File: config.mk
export PLATFORM = sky130hd
export DESIGN_NAME = tuple_hasher
export DESIGN_NICKNAME = d
export VERILOG_FILES = /design/src/rtl/phj_hash_pkg.sv /design/src/rtl/fmix32_pipe.sv /design/src/rtl/tuple_hasher.sv
export SDC_FILE = /design/constraint.sdc
export NUM_CORES = 2
export LEC_CHECK = 0
export BUFFER_PORTS_ARGS = -buffer_cell sky130_fd_sc_hd__buf_4
export CELL_PAD_IN_SITES_DETAIL_PLACEMENT = 1
export CELL_PAD_IN_SITES_GLOBAL_PLACEMENT = 1
export CORE_UTILIZATION = 50
export CTS_CLUSTER_DIAMETER = 150
export CTS_CLUSTER_SIZE = 40
export DETAILED_ROUTE_END_ITERATION = 8
export PLACE_DENSITY_LB_ADDON = 0.1
export SYNTH_ARGS = -nofsm -noshare
export SYNTH_HDL_FRONTEND = slang
export SYNTH_SLANG_ARGS = --single-unit
export TNS_END_PERCENT = 30
File: constraint.sdc
create_clock -name clk -period 17.45 [get_ports clk]
set_clock_uncertainty 0.2 [all_clocks]
set_input_delay 1.745 -clock clk [delete_from_list [all_inputs] [get_ports clk]]
set_output_delay 1.745 -clock clk [all_outputs]
set_load 0.02 [all_outputs]
File: src/rtl/phj_hash_pkg.sv
// ---------------------------------------------------------------------------
// phj_hash_pkg
// Shared constants and types for the tuple hash stage.
//   FMIX_C1/FMIX_C2 : Murmur3 fmix32 multipliers
//   HASH_LATENCY    : register stages between tuple acceptance and out_valid
//   tag_t           : 32-bit hash tag
//   serial_t        : 64-bit per-lane serial number
// Optional build macro TUPLE_HASHER_IDENTITY_EN (used in fmix32_pipe) turns
// the hash into a zero-extended key pass-through.
// ---------------------------------------------------------------------------
package phj_hash_pkg;

    localparam logic [31:0] FMIX_C1      = 32'h85EBCA6B;
    localparam logic [31:0] FMIX_C2      = 32'hC2B2AE35;
    localparam int          HASH_LATENCY = 3;

    typedef logic [31:0] tag_t;
    typedef logic [63:0] serial_t;

    // k ^ (k >> sh): the xor-shift step used by every fmix32 round
    function automatic tag_t xorshift(input tag_t k, input int unsigned sh);
        return k ^ (k >> sh);
    endfunction

endpackage

File: src/rtl/fmix32_pipe.sv
// ---------------------------------------------------------------------------
// fmix32_pipe
// Three-register Murmur3 fmix32 datapath. Each stage register loads when its
// enable is high, so the owner of the handshake decides when data advances.
//   clk, reset : clock, synchronous active-high reset (clears all stages)
//   en1..en3   : load enables for stage 1..3
//   key        : 32-bit key entering stage 1
//   tag        : stage 3 result
// Build macro TUPLE_HASHER_IDENTITY_EN: when defined the stages only carry the
// key through unchanged (tag = key), keeping the same three-cycle timing.
// ---------------------------------------------------------------------------
module fmix32_pipe
    import phj_hash_pkg::*;
(
    input  logic clk,
    input  logic reset,
    input  logic en1,
    input  logic en2,
    input  logic en3,
    input  tag_t key,
    output tag_t tag
);

    tag_t h1, h2, h3;
    tag_t nxt1, nxt2, nxt3;

`ifdef TUPLE_HASHER_IDENTITY_EN
    assign nxt1 = key;
    assign nxt2 = h1;
    assign nxt3 = h2;
`else
    // All products are truncated to 32 bits, i.e. mod 2^32
    assign nxt1 = xorshift(key, 16) * FMIX_C1;
    assign nxt2 = xorshift(h1, 13) * FMIX_C2;
    assign nxt3 = xorshift(h2, 16);
`endif

    always_ff @(posedge clk) begin
        if (reset) begin
            h1 <= '0;
            h2 <= '0;
            h3 <= '0;
        end else begin
            if (en1) h1 <= nxt1;
            if (en2) h2 <= nxt2;
            if (en3) h3 <= nxt3;
        end
    end

    assign tag = h3;

endmodule

File: src/rtl/tuple_hasher.sv
// ---------------------------------------------------------------------------
// tuple_hasher
// Single-lane hash stage: tags each tuple with fmix32(key), stamps a per-lane
// serial number and forwards the last/joined flags, three cycles deep,
// one tuple per cycle.
// Parameters:
//   INPUT_SIZE  : tuple width; key is in_data[KEY_BITS-1:0]
//   KEY_BITS    : key width (1..32), zero-extended to 32 before hashing
//   SERIAL_BASE : start / reload value of the serial counter
// Ports:
//   clk, reset                   : clock, synchronous active-high reset
//   in_data/in_valid/in_ready    : tuple input handshake
//   in_last, in_was_joined       : sideband flags qualified by in_valid
//   out_data/out_tag/out_valid/out_ready : output lane handshake
//   out_last_processed, out_serialnum, out_was_joined : sidebands
// Build macro TUPLE_HASHER_IDENTITY_EN: out_tag = zero-extended key.
//
// Handshake: a transfer happens on a rising edge where valid && ready are
// both high. Producers hold valid and payload until that edge; out_* are
// held stable while out_valid && !out_ready. in_ready depends
// combinationally on out_ready, never on in_valid.
// ---------------------------------------------------------------------------
module tuple_hasher
    import phj_hash_pkg::*;
#(
    parameter int      INPUT_SIZE  = 64,
    parameter int      KEY_BITS    = 32,
    parameter serial_t SERIAL_BASE = 64'd0
) (
    input  logic                  clk,
    input  logic                  reset,
    input  logic [INPUT_SIZE-1:0] in_data,
    input  logic                  in_valid,
    output logic                  in_ready,
    input  logic                  in_last,
    input  logic                  in_was_joined,
    output logic [INPUT_SIZE-1:0] out_data,
    output tag_t                  out_tag,
    output logic                  out_valid,
    input  logic                  out_ready,
    output logic                  out_last_processed,
    output serial_t               out_serialnum,
    output logic                  out_was_joined
);

    // Stage valids and payloads; index = stage number
    logic                  v1, v2, v3;
    logic [INPUT_SIZE-1:0] d1, d2, d3;
    logic                  l1, l2, l3;
    logic                  j1, j2, j3;
    serial_t               s1, s2, s3;
    serial_t               cnt;

    logic en1, en2, en3;
    logic accept;
    tag_t key;

    // A stage loads when it is empty or the stage after it is taking its
    // contents this cycle; bubbles therefore collapse as the chain moves.
    assign en3      = !v3 || out_ready;
    assign en2      = !v2 || en3;
    assign en1      = !v1 || en2;
    assign in_ready = en1;
    assign accept   = in_valid && in_ready;

    assign key = tag_t'(in_data[KEY_BITS-1:0]);

    fmix32_pipe u_fmix (
        .clk   (clk),
        .reset (reset),
        .en1   (en1),
        .en2   (en2),
        .en3   (en3),
        .key   (key),
        .tag   (out_tag)
    );

    always_ff @(posedge clk) begin
        if (reset) begin
            v1  <= 1'b0;
            v2  <= 1'b0;
            v3  <= 1'b0;
            d1  <= '0;
            d2  <= '0;
            d3  <= '0;
            l1  <= 1'b0;
            l2  <= 1'b0;
            l3  <= 1'b0;
            j1  <= 1'b0;
            j2  <= 1'b0;
            j3  <= 1'b0;
            s1  <= '0;
            s2  <= '0;
            s3  <= '0;
            cnt <= SERIAL_BASE;
        end else begin
            if (en1) begin
                v1 <= in_valid;
                d1 <= in_data;
                l1 <= in_last && in_valid;
                j1 <= in_was_joined;
                s1 <= cnt;
            end
            if (en2) begin
                v2 <= v1;
                d2 <= d1;
                l2 <= l1;
                j2 <= j1;
                s2 <= s1;
            end
            if (en3) begin
                v3 <= v2;
                d3 <= d2;
                l3 <= l2;
                j3 <= j2;
                s3 <= s2;
            end
            // The last tuple of a relation keeps the current value; the
            // next relation starts again from the base. Plain 64-bit wrap.
            if (accept) begin
                cnt <= in_last ? SERIAL_BASE : cnt + 64'd1;
            end
        end
    end

    assign out_valid          = v3;
    assign out_data           = d3;
    assign out_last_processed = l3;
    assign out_was_joined     = j3;
    assign out_serialnum      = s3;

endmodule

Yosys cells after proc, flatten, opt, wreduce, memory -nomap -nowiden
Index checks and enable logic that the tools add are counted.

storage, ports and cells
  bits in registers = 553
  input bits = 70
  output and inout port bits = 164
  logic and storage cells = 34

cells by class
  $add $sub $neg = 1
  multiply operators = 2
  muxes and demuxes = 1
  bitwise gates (word level) = 3
  reduce and logical (&&, ||, !) cells = 8

operators by type and width
  operator                                             number
  adder 64 x 1 -> 64 bit, second input constant        1
  2-to-1 mux 64 bit                                    1
  bitwise XOR 32 x 16 -> 32 bit                        2
  multiplier 32 x 31 -> 32 bit, second input constant  1
  multiplier 32 x 32 -> 32 bit, second input constant  1
  bitwise XOR 32 x 19 -> 32 bit                        1
  logical NOT 1 bit                                    3
  logical OR 1 bit                                     3
  logical AND 1 bit                                    2

Logic depth before layout (Yosys ltp)
  depth after elaboration = 5
  depth in mapped cells = 27
  depth with buffers taken out = 27

Modules after synthesis
From an unflattened synthesis, not the netlist that was laid out.

unflattened totals
  cell total of the unflattened synthesis = 4,274
  area total of the unflattened synthesis = 37,753.7 µm²

by module, submodules not included
  module        times used  cells each  area each (µm²)  seq. area each (µm²)
  fmix32_pipe   1           2,200       21,399.3         1,921.8
  tuple_hasher  1           2,074       16,354.4         9,148.8

Least setup slack after synthesis
Ideal clock, no wire load.

  path kind = in2reg
  start = input in_data[6]
  end = register u_fmix.h1[31]
  setup time = 86 ps
  arrival = 8,055 ps
  required time = 17,164 ps
  path slack = 9,110 ps
  stages on the path = 26
  path buffers = 0
  cells stage by stage = xnor2_1 inv_1 xnor2_1 ha_1 or2_2 fa_1 inv_1 fa_1 fa_1 inv_1 ha_1 fa_1 fa_1 inv_1 fa_1 inv_1 ha_1 a21o_1 a21oi_1 o21ai_0 a22o_1 a31oi_1 a21oi_1 a31oi_1 xnor2_1 a211oi_1

on the way
  word-level cells in the longest chain between the ends = 2

ends and longest elaborated chain
  item                           line                source
  from (decl)                    tuple_hasher.sv:32  input logic [INPUT_SIZE-1:0] in_data,
  bitwise XOR 32 x 16 -> 32 bit  phj_hash_pkg.sv:22  return k ^ (k >> sh);
  multiplier 32 x 32 -> 32 bit   fmix32_pipe.sv:33   assign nxt1 = xorshift(key, 16) * FMIX_C1;
  to (signal assigned)           fmix32_pipe.sv:44   if (en1) h1 <= nxt1;
  to (decl)                      fmix32_pipe.sv:24   tag_t h1, h2, h3;

No other way between the ends.
A chain may end at the register's enable or synchronous reset.

Worst setup path in the final report
  start = input in_data[22]
  end = register u_fmix.h1[31]

Same word-level chain as after synthesis.

==> metrics.md <==
| Metric | Value |
|---|---|
| Status | finished with violations |
| Violated checks | design-rule violations |
| Count of final setup violators | 0 |
| Area of the multi-input gates | 22890 um2 |
| Synthesized area per cell | 8.721 um2 |
| Quantity of gates resized following cts | 0 |
| H-tree depth | 1 |
| Tmin final | 8.740 ns |
| Post-synth top flop | dfxtp_1 |
| Worst path required time | 17.71 ns |
| Cell mode on critical path | fa_1 |
| Fillers | 8772 |
| Register clock-pin slew on the reported worst setup and hold paths | 0.15 ns |
| Rel. slew slack | 0.3039 |
| CP Launch Point | in_data[22] |
| Hold Buf Count CTS | 0 |
| Die height | 274.8 um |
| HP Class | flop to flop |
| Starting density of the core | 0.5074 |
| Synth warn | 0 |
| Worst endpoint data arrival time | 9.00 ns |
| FF+latch count, synth | 553 |
| Synth unique cells | 55 |
| Post-CTS setup repair buffer count | 0 |
| FFs w/ async S/R, synth | 0 |
| Root buffer cell | clkbuf_16 |
| Hold Slack | 0.2238 ns |
| Final Util | 0.5490 |
| Die area | 75520 um2 |
| CP max FO | 7 |
| Slew Limit Fails | 0 |
| # rows | 99 |
| CP Class | primary input to flop |
| DR WL/cell | 19.55 um |
| Share of cells above drive strength 1 | 0.06888 |
| Slew @ Worst Pin | 1.044 ns |
| Sink Count | 553 |
| Area grow syn2layout | 8.184% |
| DRT antenna net count | 0 |
| Final Hold Fails | 0 |
| WP buf/inv | 6 |
| Vias per cell | 5.243 |
| Die W | 274.8 um |
| Bufs on Longest Clock Path | 3 |
| CTS Buf Count | 18 |
| TNS Setup | 0 ns |
| HPWL after DPL | 82820 um |
| Final RePlAce weighted congestion | 0.9387 |
| Worst R2R Path Depth | 23 |
| DRC Markers | 26 |
| Grt ovf | 0 |
| Syn nets | 5095 |
| Max Cap Viol | 0 |
| Syn Std Cell Area | 37210 um2 |
| Fin crit share | 0.5009 |
| FMAX | 0.1144 GHz |
| Worst r2r src | u_fmix.h1[19] |
| Mapped Cells | 4267 |
| R2R Setup Slk | 9.01 ns |
| Min-delay src | d1[0] |
| Clock insertion delay at the later pin of the skew report | 0.58 ns |
| Routed WL | 104200 um |
| CTS tree | yes |
| Delay-heaviest family, CP | adder cells |
| Core Footprint | 73330 um2 |
| Post-synth EDFFs | 0 |
| RSZ-0062 raised after global routing | no |
| Worst path depth | 27 |
| Min-Delay Path Depth | 2 |
| Max incr delay on CP | 0.57 ns |
| Setup crit start kind | primary input |
| Crit-path slowest cell | xnor2_1 |
| FF+latch area | 11070 um2 |
| I/O pin count | 234 |
| Starting DRT DRC Count | 1291 |
| # port buffers | 233 |
| DR vias | 27950 |
| Pre-antenna DRT Iters | 9 |
| First-pass GRT wire length | 164100 um |
| GRT Total Usage | 0.2791 |
| Antenna violations before repair | 3 |
| Pin count of the biggest net entering global routing | 203 |
| Nets | 5196 |
| Number of global-route vias before repair | 29890 |
| Crit end category | flop |
| Register area share after synthesis | 0.2975 |
[worst register-to-register path, delay by kind of cell, from the launching register on]
family / cells / cell delay (ns)
fa+ha+maj: 9 / 4.29
compound gates: 5 / 1.22
xor+xnor: 2 / 0.95
simple gates: 3 / 0.81
flops: 1 / 0.62
buf+inv: 4 / 0.29
[worst paths after layout]
| check | to |
|---|---|
| worst max register to register | u_fmix.h2[31] |
| worst min-delay path | d2[0] |
| worst max-delay path | u_fmix.h1[31] |
| worst min register to register | d2[0] |
[state kept, by name (all words and copies together), names as in the netlist]
signal and flops:
v1 1, l1 1, l2 1, d2 64, cnt 64, j1 1
out_serialnum 64, out_valid 1, u_fmix.tag 32, s1 64, u_fmix.h2 32, v2 1
j2 1, d1 64, out_was_joined 1, out_last_processed 1, s2 64, out_data 64
u_fmix.h1 32
[metal layers]
layer	vias up	routed length, um	share of wire	GRT usage
li1	13460	-	-	-
met1	13880	45880	0.44	0.3584
met2	456	50060	0.48	0.4795
met3	153	4240	0.041	0.03963
met4	4	4006	0.038	0.09843
met5	-	21	0.00020	0
[cell families (layout without fill, tap and decap cells)]
family | Yosys count | after routing | share of synthesized area
and+or+nand+nor | 1220 | 1220 | 0.1346
buffers and inverters | 871 | 974 | 0.08796
adders and majority gates | 758 | 758 | 0.3334
AOI/OAI and AO/OA | 633 | 633 | 0.09193
DFF | 553 | 553 | 0.2975
xor gates and xnor gates | 231 | 231 | 0.05437
muxes | 1 | 1 | 0.0002690
other | 0 | 1 | 0
[area by class of cell]
type,instances,area share
multi-input cells,2843,0.5687
flip-flops and latches,553,0.2750
inverters,696,0.06502
repair buffers,256,0.04824
clock inverters,3,0.001368
well taps,959,0.02981
diodes,1,0.00006216
clock buffers,19,0.01181
[layout by cell type (no fill, tap or decap), types with 77 or more instances in the layout]
master	Yosys	routed
nor2_1	133	133
buf_4	0	254
xnor2_1	154	154
a21oi_1	503	503
dfxtp_1	553	553
inv_1	695	695
ha_1	369	369
nand2_1	943	942
fa_1	389	389
xor2_1	77	77
[metrics by stage]
step / worst slack [ns] / area, um2 / instances
3_3_place_gp: 8.285 / 39720 / 5307
5_1_grt: 8.316 / 40250 / 5329
2_1_floorplan: 9.110 / 37210 / 4267
4_1_cts: 8.736 / 40250 / 5329
3_5_place_dp: 8.125 / 39720 / 5307
6_report: 8.710 / 40260 / 5330
[synth_stat cells, types with 3 or more instances]
library cell,number,share of area
a211o_1,3,0.00071
ha_1,369,0.12
and2_1,9,0.0015
o211ai_1,4,0.00081
nor2b_1,4,0.00067
nand4_1,12,0.0020
nand3_1,34,0.0046
xor2_1,77,0.018
fa_1,389,0.21
nand3b_1,4,0.00081
o21bai_1,5,0.0010
a21o_1,27,0.0054
clkbuf_1,150,0.015
a21oi_1,503,0.068
nor2_1,133,0.013
nor3_1,14,0.0019
inv_1,695,0.070
or4_1,4,0.00081
nand2_1,943,0.095
o21a_1,5,0.0010
a31oi_1,10,0.0017
and3_1,16,0.0027
a211oi_1,34,0.0069
nand4b_1,6,0.0014
xnor2_1,154,0.036
buf_1,23,0.0023
and4_1,5,0.0012
or3_1,16,0.0027
dfxtp_1,553,0.30
a31o_2,5,0.0012
o21ai_0,29,0.0039
Power is left out: the tool's default activity adds up to more than one toggle a clock period on the data nets, which glitch-free logic cannot reach.
